[src/rtl/metaframe_scheduler.sv]
// Metaframe framing scheduler: interleaves sync, scrambler-state, skip and
// diagnostic control words with upstream payload words for a 64B/67B encoder.
module metaframe_scheduler #(
    parameter int unsigned METAFRAME_LEN = 2048,
    parameter logic [63:0] SYNC_WORD     = 64'h78F6_78F6_78F6_78F6,
    parameter logic [63:0] SKIP_WORD     = 64'h1E1E_1E1E_1E1E_1E1E,
    parameter logic [63:0] IDLE_WORD     = 64'h1C00_0000_0000_0000
) (
    input  logic        USER_CLK,
    input  logic        SYSTEM_RESET_N,
    input  logic        ENABLE,
    input  logic [57:0] SCRAM_STATE_IN,
    input  logic [1:0]  LANE_STATUS,
    input  logic [63:0] DATA_IN,
    input  logic [1:0]  HEADER_IN,
    input  logic        DATA_IN_VALID,
    output logic        DATA_IN_READY,
    output logic [63:0] DATA_OUT,
    output logic [1:0]  HEADER_OUT,
    output logic        DATA_OUT_VALID,
    output logic        ENC_PASSTHROUGH,
    output logic        METAFRAME_START
);

    localparam int unsigned CNT_W = 16;
    localparam logic [CNT_W-1:0] LAST_PAYLOAD = CNT_W'(METAFRAME_LEN - 2);
    localparam logic [1:0] CTRL_HDR = 2'b10;

    localparam logic [2:0] ST_IDLE    = 3'd0;
    localparam logic [2:0] ST_SYNC    = 3'd1;
    localparam logic [2:0] ST_SCRAM   = 3'd2;
    localparam logic [2:0] ST_SKIP    = 3'd3;
    localparam logic [2:0] ST_PAYLOAD = 3'd4;
    localparam logic [2:0] ST_DIAG    = 3'd5;

    logic [2:0]       state;
    logic [2:0]       state_nxt;
    logic [CNT_W-1:0] slot_cnt;
    logic [CNT_W-1:0] slot_cnt_nxt;
    logic [63:0]      data_nxt;
    logic [1:0]       hdr_nxt;

    // Payload slots are open only in PAYLOAD; upstream valid never gates this.
    assign DATA_IN_READY = (state == ST_PAYLOAD);

    // Slot sequencing and the word each state emits one cycle later.
    always_comb begin
        state_nxt    = state;
        slot_cnt_nxt = slot_cnt;
        data_nxt     = 64'd0;
        hdr_nxt      = 2'b00;
        case (state)
            ST_IDLE: begin
                slot_cnt_nxt = '0;
                if (ENABLE) begin
                    state_nxt = ST_SYNC;
                end
            end
            ST_SYNC: begin
                hdr_nxt      = CTRL_HDR;
                data_nxt     = SYNC_WORD;
                state_nxt    = ST_SCRAM;
                slot_cnt_nxt = slot_cnt + CNT_W'(1);
            end
            ST_SCRAM: begin
                hdr_nxt      = CTRL_HDR;
                data_nxt     = {6'b001010, SCRAM_STATE_IN};
                state_nxt    = ST_SKIP;
                slot_cnt_nxt = slot_cnt + CNT_W'(1);
            end
            ST_SKIP: begin
                hdr_nxt      = CTRL_HDR;
                data_nxt     = SKIP_WORD;
                state_nxt    = ST_PAYLOAD;
                slot_cnt_nxt = slot_cnt + CNT_W'(1);
            end
            ST_PAYLOAD: begin
                if (DATA_IN_VALID) begin
                    hdr_nxt  = HEADER_IN;
                    data_nxt = DATA_IN;
                end else begin
                    hdr_nxt  = CTRL_HDR;
                    data_nxt = IDLE_WORD;
                end
                slot_cnt_nxt = slot_cnt + CNT_W'(1);
                if (slot_cnt == LAST_PAYLOAD) begin
                    state_nxt = ST_DIAG;
                end
            end
            ST_DIAG: begin
                // Status sits at bits 33:32; CRC32 in 31:0 is inserted downstream.
                hdr_nxt      = CTRL_HDR;
                data_nxt     = {6'b011001, 24'd0, LANE_STATUS, 32'd0};
                slot_cnt_nxt = '0;
                state_nxt    = ENABLE ? ST_SYNC : ST_IDLE;
            end
            default: begin
                state_nxt    = ST_IDLE;
                slot_cnt_nxt = '0;
            end
        endcase
    end

    // State, slot counter and registered encoder-facing outputs.
    always_ff @(posedge USER_CLK or negedge SYSTEM_RESET_N) begin
        if (!SYSTEM_RESET_N) begin
            state           <= ST_IDLE;
            slot_cnt        <= '0;
            DATA_OUT        <= 64'd0;
            HEADER_OUT      <= 2'b00;
            DATA_OUT_VALID  <= 1'b0;
            METAFRAME_START <= 1'b0;
            ENC_PASSTHROUGH <= 1'b1;
        end else begin
            state           <= state_nxt;
            slot_cnt        <= slot_cnt_nxt;
            DATA_OUT        <= data_nxt;
            HEADER_OUT      <= hdr_nxt;
            DATA_OUT_VALID  <= (state != ST_IDLE);
            METAFRAME_START <= (state == ST_SYNC);
            ENC_PASSTHROUGH <= (state == ST_IDLE);
        end
    end

endmodule

[config.mk]
export PLATFORM = sky130hd
export DESIGN_NAME = metaframe_scheduler
export DESIGN_NICKNAME = d
export VERILOG_FILES = /design/src/rtl/metaframe_scheduler.sv
export SDC_FILE = /design/constraint.sdc
export NUM_CORES = 1
export LEC_CHECK = 0
export BUFFER_PORTS_ARGS = -buffer_cell sky130_fd_sc_hd__buf_2
export CORE_ASPECT_RATIO = 0.75
export CORE_MARGIN = 2
export CORE_UTILIZATION = 49
export CTS_CLUSTER_DIAMETER = 50
export DETAILED_ROUTE_END_ITERATION = 10
export GPL_TIMING_DRIVEN = 1
export PLACE_DENSITY = 0.9
export REMOVE_ABC_BUFFERS = 1
export SYNTH_ARGS = -nofsm -noshare
export SYNTH_HDL_FRONTEND = slang
export SYNTH_SLANG_ARGS = --single-unit
export TNS_END_PERCENT = 10
[constraint.sdc]
create_clock -name USER_CLK -period 3.93 [get_ports USER_CLK]
set_input_delay 0.1965 -clock USER_CLK [delete_from_list [all_inputs] [get_ports USER_CLK]]
set_output_delay 0.1965 -clock USER_CLK [all_outputs]
set_load 0.03 [all_outputs]
==> summary.md <==
| Metric | Value |
|---|---|
| Outcome | completed |
| Final ANT Viol Nets | 0 |
| Largest net degree at the start of global routing | just under 90 |
| Peak VDD IR | between 400 and 500 uV |
| IO Count | 200 |
| DRT iter0 DRCs | 202 |
| Clk pin slew, worst setup/hold paths | ~0.080 ns |
| Sw Pwr | approximately 0.0017 W |
| Synth Area in XOR/XNOR | 0.0313 |
| Post-Route Skew | slightly above 0.008 ns |
| First-pass GRT wire length | around 16,000 um |
| Dpl ws | about 0.83 ns |
| Crit-path cells | nand2b_1 > buf_4 > or2_1 > and2_2 > nor2_1 |
| Sw Share | 0.455 |
| Crit-path max FO | 42 |
| Cts repair resizes | 0 |
| CTS Buffer Depth | 2 |
| Hold_ws | around 0.036 ns |
| Non-filler instance count after layout | 656 |
| Worst Path Required | between 4 and 5 ns |
| Die span in x | 107 um |
| Worst min-delay path class | input pin to asynchronous set/reset pin |
| Vias in the first global route | 3,195 |
| Register area share after synthesis | 0.562 |
| RSZ-0062 raised after global routing | false |
| Slowest cell on crit path | and2_2 |
| Fmax | between 300 and 400 MHz |
| P&R area growth vs syn | 31.1% |
| Worst Path Arrival | ~3.2 ns |
| Kind of critical path | register to register |
| Placed Cells | 640 |
| I/O Buffers | 199 |
| Fin worst setup slack | between 0.8 and 0.9 ns |
| Avg Cell Area, Syn | roughly 11 um^2 |
| Most common cell after layout, fill and taps aside | buf_2 |
| Routed len/inst | ~15 um |
| Slew @ Worst Pin | 1.09 ns |
| Htree depth | 3 |
| # diodes | 0 |
| Synth warn | 0 |
| Max-slew headroom | 0.270 |
| Via Count | between 3,000 and 4,000 |
| Max-Cap Viols | 0 |
| Worst-Skew Late Latency | between 0.3 and 0.4 ns |
| Initial Util | 0.502 |
| Clock Power Share | 0.183 |
| CTS tree | yes |
| Synth Area in Simple Gates | 0.126 |
| Dpl hpwl | between 7000 and 8000 um |
| Drt total wl | a little over 10,000 um |
| Die area | about 9000 um^2 |
| Endpoints failing setup | 0 |
| Setup TNS | 0 ns |
| Num rows | 28 |
| Core Region | 7810 um^2 |
| Synth Area in Compound Gates | 0.216 |
| Seq pwr share | 0.346 |
| Grt ovf | 0 |
| Most frequent cells in the layout | buf_2 (198), dfrtp_1 (87), a22oi_1 (46) |
| DR vias/cell | around 5.2 |
| Clk sink count | slightly below 90 |
| Cell count after synthesis | between 300 and 400 |
| Leakage | about 2.6 nW |
| Post-synth cell types | 38 |
| Multiplexer share of the synthesized area | 0 |
| GRT Total Usage | 0.234 |
| Final slew viol count | 0 |
| Chip height | between 80 and 90 um |
| Fin. Hold Viols | 0 |
| Worst path max stage delay | 0.99 ns |
| Cts hold-fix bufs | 0 |
| Final period util | 0.780 |
| Cell Pwr Density | approximately 740 nW/um^2 |
| Antenna violations before repair | 0 |
| Worst setup EP type | register |
| Main combinational cell family by area after synthesis | compound AO/OA/AOI/OAI gates |
| CP Buf/Inv Count | 1 |
| Register bit total from synthesis | around 90 |
| CTS Buf Count | 9 |
| Routability cong. | approximately 0.87 |
| Adder-Cell Fraction of Synth Area | 0.0128 |
| Comb power frac | 0.470 |
| Layout cell share with drive strength beyond 1 | 0.466 |
| Critical Path Source Type | register |
| Final #Nets | 680 |
| DRC viols | 0 |
| Tmin final | 3.07 ns |
| Pre-antenna DRT Iters | 5 |
| Root Buffer Master | clkbuf_8 |
| P_int | roughly 0.0021 W |
| Setup bufs post-CTS | 0 |
| Mapped cell area | 3920 um^2 |
| Top delay family on crit path | simple AND/OR/NAND/NOR gates |
## layer usage
layer	share of wire	track usage	vias up	wire length [um]
met3	0.074	0.0516	8	745
met1	0.43	0.314	1590	4330
li1	-	-	1645	-
met2	0.49	0.391	153	4940
met5	0	0	-	0
met4	0.0088	0.0636	0	89
## state kept, by name, summed over array words and instances, names as in the netlist
| register | count |
|---|---|
| DATA_OUT | 64 |
| slot_cnt | 16 |
| HEADER_OUT | 2 |
| state | 3 |
| DATA_OUT_VALID | 1 |
| METAFRAME_START | 1 |
| ENC_PASSTHROUGH | 1 |
## stage by stage
step	utilization	instance area (um^2)	power, W
floorplan	-	3740	0.00256
global placement	0.629	4910	0.00309
detailed placement	0.629	4910	0.00314
CTS	0.658	5140	0.00384
global route	0.658	5140	0.00407
finish	0.658	5140	0.00381
## layout make-up
type | instances | area (um^2)
Sequential cell | 88 | 2200
Fill cell | 623 | 2670
Clock inverter | 4 | 76.3
Tap cell | 105 | 131
Timing Repair Buffer | 203 | 1030
Inverter | 7 | 26.3
Clock buffer | 12 | 155
Multi-Input combinational cell | 237 | 1520
## worst register-to-register path: cells and delay by family (launching register included)
| family | cells | cell delay (ns) |
|---|---|---|
| buf+inv | 1 | 0.32 |
| flops | 1 | 0.68 |
| simple gates | 4 | 1.92 |
## power by group through the flow
stage,registers [W],clock network (W),logic [W]
finish,0.00132,0.000697,0.00179
global route,0.00135,0.000761,0.00196
CTS,0.00132,0.000714,0.00181
detailed placement,0.00134,0,0.00181
global placement,0.00132,0,0.00176
floorplan,0.00179,0,0.000765
## final timing paths
path,startpoint,endpoint,slack [ns],cells past startpoint
hold reg to reg,slot_cnt[15]$_DFF_PN0_,slot_cnt[15]$_DFF_PN0_,0.54,2
setup reg to reg,state[0]$_DFFE_PN0P_,DATA_OUT[56]$_DFF_PN0_,0.86,5
max in group asynchronous,SYSTEM_RESET_N,DATA_OUT[10]$_DFF_PN0_,3.18,1
setup / recovery,state[0]$_DFFE_PN0P_,DATA_OUT[56]$_DFF_PN0_,0.86,5
hold / removal,SYSTEM_RESET_N,DATA_OUT[6]$_DFF_PN0_,0.04,1
min in group USER_CLK,DATA_IN[63],DATA_OUT[63]$_DFF_PN0_,0.08,3
## Yosys cell counts, drive strengths merged
library cell	n	share of area
and2	2	0.0032
nand4	6	0.013
and3	2	0.0032
nand2	19	0.019
inv	7	0.0067
xor2	5	0.011
xnor2	9	0.020
nand3	7	0.0089
dfrtp	87	0.56
nand4b	1	0.0022
a222oi	1	0.0026
nor2b	1	0.0016
or2	1	0.0016
nor2	35	0.037
o22ai	1	0.0016
ha	4	0.013
dfstp	1	0.0067
buf	22	0.039
clkbuf	6	0.0057
and4	1	0.0022
and2b	1	0.0019
nor4	6	0.0096
nor3	5	0.011
a21oi	39	0.076
nor3b	1	0.0019
nand2b	6	0.0096
a22oi	46	0.088
o21ai	38	0.048
## cell families (layout without fill, tap and decap cells)
kind of cell             after synthesis  in the layout
adder cells (fa/ha/maj)                4              4
flip-flops                            88             88
XOR/XNOR                              14             14
AND/OR/NAND/NOR                       94             94
AO/OA/AOI/OAI                        125            125
buffers and inverters                 35            226
No activity file was read; power rests on OpenSTA's default activity.
